[src/rtl/bitonic_sort_if.sv]
// Handshake bundle for the bitonic sort controller: serial load in, sorted stream out.
`timescale 1ns/1ps
interface bitonic_sort_if #(parameter int WIDTH = 8);
  logic             in_valid;
  logic [WIDTH-1:0] in_data;
  logic             in_ready;
  logic             out_valid;
  logic [WIDTH-1:0] out_data;
  logic             out_ready;
  logic             out_last;

  modport master (
    output in_valid, in_data, out_ready,
    input  in_ready, out_valid, out_data, out_last
  );

  modport slave (
    input  in_valid, in_data, out_ready,
    output in_ready, out_valid, out_data, out_last
  );
endinterface

[src/rtl/bitonic_sort_ctrl.sv]
// Time-multiplexed 8-entry bitonic sorter: load 8 bytes, run 24 compare-exchange
// steps through one shared comparator, then stream results largest first.
`timescale 1ns/1ps
module bitonic_sort_ctrl #(
  parameter int WIDTH  = 8,
  parameter int N_ELEM = 8
) (
  input  logic           clk,
  input  logic           rst_n,
  bitonic_sort_if.slave  bus,
  output logic           busy
);
  typedef enum logic [1:0] {LOAD, SORT, OUT} state_t;

  localparam logic [2:0] LAST_IDX  = 3'(N_ELEM - 1);
  localparam logic [4:0] LAST_STEP = 5'd23;

  state_t                       state, state_nxt;
  logic [N_ELEM-1:0][WIDTH-1:0] mem;
  logic [2:0]                   ld_cnt, o_cnt;
  logic [4:0]                   s_cnt;
  logic                         out_valid, out_last;
  logic [WIDTH-1:0]             out_data;

  logic [1:0]       q;
  logic [2:0]       j, idx_i, idx_l;
  logic [3:0]       k;
  logic             desc, swap;
  logic [WIDTH-1:0] a, b;
  logic             ld_fire, o_fire;

  assign ld_fire = (state == LOAD) && bus.in_valid;
  assign o_fire  = (state == OUT) && out_valid && bus.out_ready;

  assign bus.in_ready  = (state == LOAD);
  assign bus.out_valid = out_valid;
  assign bus.out_data  = out_data;
  assign bus.out_last  = out_last;
  assign busy          = (state != LOAD);

  // State register
  always_ff @(posedge clk or negedge rst_n) begin
    if (!rst_n) state <= LOAD;
    else        state <= state_nxt;
  end

  // Next-state: 8 accepts, 24 sort steps, 8 output handshakes
  always_comb begin
    state_nxt = state;
    case (state)
      LOAD:    if (ld_fire && ld_cnt == LAST_IDX) state_nxt = SORT;
      SORT:    if (s_cnt == LAST_STEP)            state_nxt = OUT;
      OUT:     if (o_fire && o_cnt == LAST_IDX)   state_nxt = LOAD;
      default: state_nxt = LOAD;
    endcase
  end

  // Compare schedule: pass = s/4 picks (k,j); pair q picks the q-th i with bit j clear
  always_comb begin
    q     = s_cnt[1:0];
    j     = 3'd1;
    k     = 4'd8;
    idx_i = 3'd0;
    case (s_cnt[4:2])
      3'd0:    begin j = 3'd1; k = 4'd2; end
      3'd1:    begin j = 3'd2; k = 4'd4; end
      3'd2:    begin j = 3'd1; k = 4'd4; end
      3'd3:    begin j = 3'd4; k = 4'd8; end
      3'd4:    begin j = 3'd2; k = 4'd8; end
      default: begin j = 3'd1; k = 4'd8; end
    endcase
    // Insert a zero at bit position log2(j) so pairs come out in ascending i
    case (j)
      3'd1:    idx_i = {q, 1'b0};
      3'd2:    idx_i = {q[1], 1'b0, q[0]};
      default: idx_i = {1'b0, q};
    endcase
    idx_l = idx_i ^ j;
    // Blocks with (i & k) == 0 sort descending, so the final k=8 merge is descending
    desc  = ((k & {1'b0, idx_i}) == 4'd0);
    a     = mem[idx_i];
    b     = mem[idx_l];
    swap  = desc ? (a < b) : (a > b);
  end

  // Datapath: register file, counters and registered output stage
  always_ff @(posedge clk or negedge rst_n) begin
    if (!rst_n) begin
      mem       <= '0;
      ld_cnt    <= '0;
      s_cnt     <= '0;
      o_cnt     <= '0;
      out_valid <= 1'b0;
      out_data  <= '0;
      out_last  <= 1'b0;
    end else begin
      case (state)
        LOAD: begin
          if (ld_fire) begin
            mem[ld_cnt] <= bus.in_data;
            ld_cnt      <= ld_cnt + 3'd1;
          end
        end
        SORT: begin
          if (swap) begin
            mem[idx_i] <= b;
            mem[idx_l] <= a;
          end
          s_cnt <= (s_cnt == LAST_STEP) ? 5'd0 : s_cnt + 5'd1;
        end
        OUT: begin
          // First OUT cycle only presents mem[0]; handshakes begin after that
          if (!out_valid) begin
            out_valid <= 1'b1;
            out_data  <= mem[o_cnt];
            out_last  <= (o_cnt == LAST_IDX);
          end else if (bus.out_ready) begin
            if (o_cnt == LAST_IDX) begin
              out_valid <= 1'b0;
              out_last  <= 1'b0;
              o_cnt     <= 3'd0;
            end else begin
              o_cnt     <= o_cnt + 3'd1;
              out_data  <= mem[o_cnt + 3'd1];
              out_last  <= (o_cnt == LAST_IDX - 3'd1);
            end
          end
        end
        default: ;
      endcase
    end
  end
endmodule

[src/flat_wrapper.sv]
// flat-port wrapper written by rule: the top's interface ports become plain ports
module bitonic_sort_ctrl_flat 
#(
  parameter int WIDTH  = 8,
  parameter int N_ELEM = 8
)
  (clk, rst_n, busy, bus_in_valid, bus_in_data, bus_out_ready, bus_in_ready, bus_out_valid, bus_out_data, bus_out_last);
  bitonic_sort_if #(.WIDTH(WIDTH)) bus_i ();
  input  logic clk;
  input  logic rst_n;
  output logic busy;
  input wire logic [$bits(bus_i.in_valid)-1:0] bus_in_valid;
  input wire logic [$bits(bus_i.in_data)-1:0] bus_in_data;
  input wire logic [$bits(bus_i.out_ready)-1:0] bus_out_ready;
  output wire logic [$bits(bus_i.in_ready)-1:0] bus_in_ready;
  output wire logic [$bits(bus_i.out_valid)-1:0] bus_out_valid;
  output wire logic [$bits(bus_i.out_data)-1:0] bus_out_data;
  output wire logic [$bits(bus_i.out_last)-1:0] bus_out_last;
  assign bus_i.in_valid = bus_in_valid;
  assign bus_i.in_data = bus_in_data;
  assign bus_i.out_ready = bus_out_ready;
  assign bus_in_ready = bus_i.in_ready;
  assign bus_out_valid = bus_i.out_valid;
  assign bus_out_data = bus_i.out_data;
  assign bus_out_last = bus_i.out_last;
  bitonic_sort_ctrl #(.WIDTH(WIDTH), .N_ELEM(N_ELEM)) u_core (.clk(clk), .rst_n(rst_n), .bus(bus_i), .busy(busy));
endmodule
[config.mk]
export PLATFORM = sky130hd
export DESIGN_NAME = bitonic_sort_ctrl_flat
export DESIGN_NICKNAME = d
export VERILOG_FILES = /design/src/rtl/bitonic_sort_if.sv /design/src/rtl/bitonic_sort_ctrl.sv /design/src/flat_wrapper.sv
export SDC_FILE = /design/constraint.sdc
export NUM_CORES = 1
export LEC_CHECK = 0
export ABC_AREA = 1
export BUFFER_PORTS_ARGS = -buffer_cell sky130_fd_sc_hd__buf_2
export CAP_MARGIN = 20
export CELL_PAD_IN_SITES_DETAIL_PLACEMENT = 1
export CELL_PAD_IN_SITES_GLOBAL_PLACEMENT = 1
export CORE_MARGIN = 3
export CORE_UTILIZATION = 45
export CTS_CLUSTER_DIAMETER = 60
export DETAILED_ROUTE_END_ITERATION = 12
export PLACE_DENSITY_LB_ADDON = 0.25
export SLEW_MARGIN = 20
export SYNTH_ARGS = -nofsm -noshare
export SYNTH_HDL_FRONTEND = slang
export SYNTH_SLANG_ARGS = --single-unit
[constraint.sdc]
create_clock -name clk -period 8.1 [get_ports clk]
set_input_delay 0.81 -clock clk [delete_from_list [all_inputs] [get_ports clk]]
set_output_delay 0.81 -clock clk [all_outputs]
set_load 0.05 [all_outputs]
After elaboration in Yosys (flattened, before gate mapping)
Index checks and enable logic that the tools add are counted.
{"block": "totals", "word_cells": 109, "latch_bits": 0, "output_inout_bits": 12, "in_bits": 12, "register_bits": 87, "n_memories": 0, "ram_bits": 0, "mem_bits_ro": 0}
{"block": "op_classes", "div_mod_pow": 0, "n_reduce_logical": 21, "n_mux": 39, "n_bitwise": 2, "magnitude_cmp": 10, "eq_ne": 19, "shift": 0, "multipliers": 0, "add_sub_neg": 3}
{"op": "$bwmux 64", "count": 3}
{"op": "$mux 64", "count": 2}
{"op": "$pmux 64 s2", "count": 1}
{"op": "$bmux 8 s3", "count": 4}
{"op": "$mux 8", "count": 10}
{"op": "$demux 8 s3", "count": 3}
{"op": "$lt 3x4->1 const B", "count": 5}
{"op": "$eq 3x3->1 const B", "count": 4}
{"op": "$pmux 3 s2", "count": 2}
{"op": "$reduce_and 3->1", "count": 4}
{"op": "$eq 3x2->1 const B", "count": 3}
{"op": "$ge 3x1->1 const B", "count": 3}
{"op": "$gt 8x8->1", "count": 1}
{"op": "$logic_and 1x1->1", "count": 8}
{"op": "$lt 8x8->1", "count": 1}
{"op": "$ne 2x1->1 const B", "count": 4}
{"op": "$pmux 4 s2", "count": 1}
{"op": "$mux 1", "count": 7}
{"op": "$add 3x1->3 const B", "count": 2}
{"op": "$eq 3x1->1 const B", "count": 2}
{"op": "$mux 2", "count": 3}
{"op": "$ne 2x2->1 const B", "count": 3}
{"op": "$pmux 2 s3", "count": 1}
{"op": "$add 5x1->5 const B", "count": 1}
{"op": "other kinds (13)", "count": 16}

Logic depth before layout (Yosys ltp)
{"block": "depth", "word_depth": 13, "depth_mapped": 30, "ltp_nobuf": 27}

Least setup slack after synthesis
OpenSTA, ideal clock, no wires.
{"block": "synth_path", "kind": "register -> register", "start": "register u_core.s_cnt[2]", "end": "register u_core.mem[45] (netlist bit)", "path_buffers": 4, "arrival_time_ns": 3.090, "stages_incl_launch_ff": 31, "slack_ns": 4.893, "required_ns": 7.983, "period_less_slack_ns": 3.207, "setup_ns": 0.117, "cell_sequence": "dfrtp_1 > buf_4 > nor2_2 > nand2_1 > nand3_4 > buf_4 > buf_4 > nand3_1 > nand2_1 > nand2_1 > nand2_1 > nand2_1 > nand2_1 > inv_1 > ha_1 > nand2_1 > inv_1 > nand2_1 > nand2_1 > nand2_1 > nand2_1 > nand2_1 > nand2_1 > nand3_2 > nand2_2 > nand2_1 > inv_2 > buf_4 > nand2_1 > nor2_1 > nor2_1"}
{"block": "synth_via", "elab_chain_len": 13, "word_cells_on_any_way": 38, "cone_classes": "order compare: 6; eq/ne: 7; mux: 16; bitwise: 2; reduce/logical: 7"}
{"element": "from (decl)", "line": "bitonic_sort_ctrl.sv:21", "source": "logic [4:0] s_cnt;"}
{"element": "from (signal assigned)", "line": "bitonic_sort_ctrl.sv:109", "source": "s_cnt <= (s_cnt == LAST_STEP) ? 5'd0 : s_cnt + 5'd1;"}
{"element": "parallel branches: the longest is 13 deep, another holds $gt 8x8->1"}
{"element": "to (signal, indexed assignment)", "line": "bitonic_sort_ctrl.sv:100", "source": "mem[ld_cnt] <= bus.in_data;"}
{"element": "to (decl)", "line": "bitonic_sort_ctrl.sv:19", "source": "logic [N_ELEM-1:0][WIDTH-1:0] mem;"}
Several ways; the timed one is not identified. The select of a mux whose other input is x is not followed.
A chain may end at the register's enable or synchronous reset.

Final worst setup path
{"block": "layout_path", "start": "register u_core.s_cnt[0]", "end": "register u_core.mem[56] (netlist bit)"}
{"block": "layout_via", "elab_chain_len": 9, "word_cells_on_any_way": 27, "cone_classes": "order compare: 6; eq/ne: 1; mux: 14; bitwise: 2; reduce/logical: 4"}
{"element": "$pmux 3 s2 (*)", "line": "bitonic_sort_ctrl.sv:73", "source": "case (j)"}
{"element": "parallel branches: the longest is 8 deep, another holds $gt 8x8->1"}
Every way passes the cells marked *. The select of a mux whose other input is x is not followed.

==> impl_metrics.toml <==
[status]
status = "finished, final reports clean"

[detailed_routing]
drt-vias-per-instance = 6.05
vias = 9176
drt-initial-drc-count = 876
drtPass1Iterations = 5
drt-total-wl_um = 32400
wire_per_inst_um = 21.4
drcViolationCount = 0
ant_nets = 0

[cts]
cts_tree = "done"
clock-root-buffer = "clkbuf_16"
cts-resized-gates = 0
cts_setup_buffers = 0
h-tree-depth = 3
clockBufferDepth = 2
holdBufCountCts = 0
cts_buffers = 9
clock_latency_ns = 0.36
cts_sinks = 87
path_clk_slew_ns = 0.07

[synthesis]
syn_nets = 1343
syn_avg_cell_area_sq_um = 6.00
async_flop_share_pct = 100
ys_seq_area_share_pct = 27.6
netlist-cell-type-count = 42
synth.area.top_cells = "dfrtp_1 28%, nand2_1 19%, nand3_1 11%"
synth_area_sq_mm = 0.00789
ys_ff_latch = 87
synth_ff_type = "dfrtp_1"
synth.top_cell.area_share_pct = 27.6
syn_inst = 1316
synth_top_cell_by_area = "dfrtp_1"
yosys_warnings = 0
synth_edf_count = 0

[floorplanning]
row_count = 47
core_area_sq_mm = 0.0169
die_height_um = 138
die_w_um = 138
start_util_pct = 46.8
die_area_sq_mm = 0.0192
ios = 24

[sta]
min_period_over_period_pct = 65.3
hold_slack_ns = 0.424
slew_headroom_pct = 28.9
rsz0062_at_grt = "no"
slew_violations = 0
setup_violations = 0
hold_violations = 0
finalSetupTns_ns = 0
finClkSkew_ns = 0.0114
min_period_ns = 5.29
worstMarginPinSlew_ns = 1.06
clock.fmax_ghz = 0.189

[setup_path]
max_stage_delay_ns = 0.66
critPathMostFrequentCell = "nand2_1"
critPathArrivalTime_ns = 5.53
cp.required_ns = 8.34
path_class = "register to register"
r2r_slack_ns = 2.81
crit_fanout = 45
critPathSlowestCell = "nand2_2"
timing.rr.start = "u_core.s_cnt[0]"
start_kind = "register"
cp_cell_sequence = "inv_2 > nand2_2 > nand2_1 > o21ai_0 > nand2_1 > nand2_1 > nor2_4 > inv_1 > ha_1 > nand2_1 > nor2_1 > nand2_1 > nand2_1 > nand2_1 > nand2_1 > nand3_2 > nand2_2 > inv_1 > nor2_2 > inv_1 > nand2_1 > o21ai_1"
reg2reg_to = "u_core.mem[56]"
rr_worst_depth = 22
critPathCaptureType = "register"

[global_routing]
grt_pass1_vias = 8770
grt_first_pass_wirelength_um = 50800
antenna_found_initial = 0
grt_max_degree = 73
grt_overflow = 0
track_usage_pct = 33.5

[cells_and_area]
layout_commonest_cell = "nand2_1"
drive_above_1_share_pct = 7.25
area_delta_synth_final_pct = 5.22
fin_nets = 1322
fin_cells = 1517
num_antenna_cells = 0
final_cell_mix = "404 x nand2_1, 171 x nand3_1, 143 x nor2_1"

[placement]
gp_congestion = 0.962
portBuffers = 23
dp.cells = 1504
dp_hpwl_um = 24000

[run]
cap_violations = 0

[hold_path]
hold_class = "input pin to async pin"
-- stage by stage --
| stage | setup WS [ns] | utilization, % | area [sq um] |
|---|---|---|---|
| 6_report | 2.81 | 49.2 | 8300 |
| 5_1_grt | 2.48 | 49.2 | 8300 |
| 4_1_cts | 2.94 | 49.2 | 8300 |
| 3_5_place_dp | 3.07 | 47.6 | 8040 |
| 3_3_place_gp | 3.27 | 47.6 | 8040 |
| 2_1_floorplan | 4.89 | - | 7890 |
-- metal layers --
layer | track usage [%] | routed length [um]
met4 | 9.41 | 772
met3 | 6.28 | 2980
met1 | 49.0 | 14500
met2 | 50.7 | 14100
met5 | 0 | 0
-- registers in the layout, indices dropped and copies added, names as in the netlist --
| register | flops |
|---|---|
| u_core.s_cnt | 5 |
| u_core.bus.out_valid | 1 |
| u_core.ld_cnt | 3 |
| u_core.o_cnt | 3 |
| u_core.state | 2 |
| u_core.mem | 64 |
| u_core.bus.out_last | 1 |
| u_core.bus.out_data | 8 |
-- how the worst max path moves through the flow --
stage / slack (ns) / endpoint / cells after the start / startpoint
global placement: 3.27 / u_core.mem[1] / 20 / u_core.s_cnt[0]
detailed placement: 3.07 / u_core.mem[0] / 23 / u_core.s_cnt[0]
finish: 2.81 / u_core.mem[56] / 22 / u_core.s_cnt[0]
CTS: 2.94 / u_core.mem[0] / 21 / u_core.s_cnt[0]
floorplan: 4.89 / u_core.mem[45] / 30 / u_core.s_cnt[2]
global route: 2.48 / u_core.mem[56] / 22 / u_core.s_cnt[0]
-- synth_stat cells (6+ instances only) --
cell and n:
a21oi_1 82, a22oi_1 6, a31oi_1 8, buf_1 10, buf_2 13, buf_4 11, clkbuf_1 26, dfrtp_1 87
ha_1 15, inv_1 125, inv_2 6, nand2_1 404, nand3_1 171, nand4_1 15, nor2_1 144, nor2_2 13
nor2_4 6, nor3_2 6, o21ai_0 109, o21ai_1 9
-- worst max-delay path: cells and delay by family, from the launching register on --
family,cells,cell delay [ns]
AO/OA/AOI/OAI,2,0.22
flip-flops,1,0.62
AND/OR/NAND/NOR,15,3.00
buffers and inverters,4,1.01
adder cells (fa/ha/maj),1,0.28
-- final cells by class --
type | instances | area [sq um]
Clock buffer | 11 | 233
Clock inverter | 2 | 35.0
Fill cell | 2389 | 8570
Inverter | 137 | 515
Multi-Input combinational cell | 1029 | 4890
Sequential cell | 87 | 2180
Tap cell | 220 | 275
Timing Repair Buffer | 31 | 178
-- cell families (layout without fill, tap and decap cells) --
kind of cell	after synthesis	in the layout	share of synthesized area, %
AND/OR/NAND/NOR	783	783	43.6
adder cells (fa/ha/maj)	15	15	2.38
buffers and inverters	200	181	10.5
flip-flops	87	87	27.6
AO/OA/AOI/OAI	228	228	15.5
XOR/XNOR	3	3	0.333
Power is left out: the tool's default activity adds up to more than one toggle a clock period on the data nets, which glitch-free logic cannot reach.
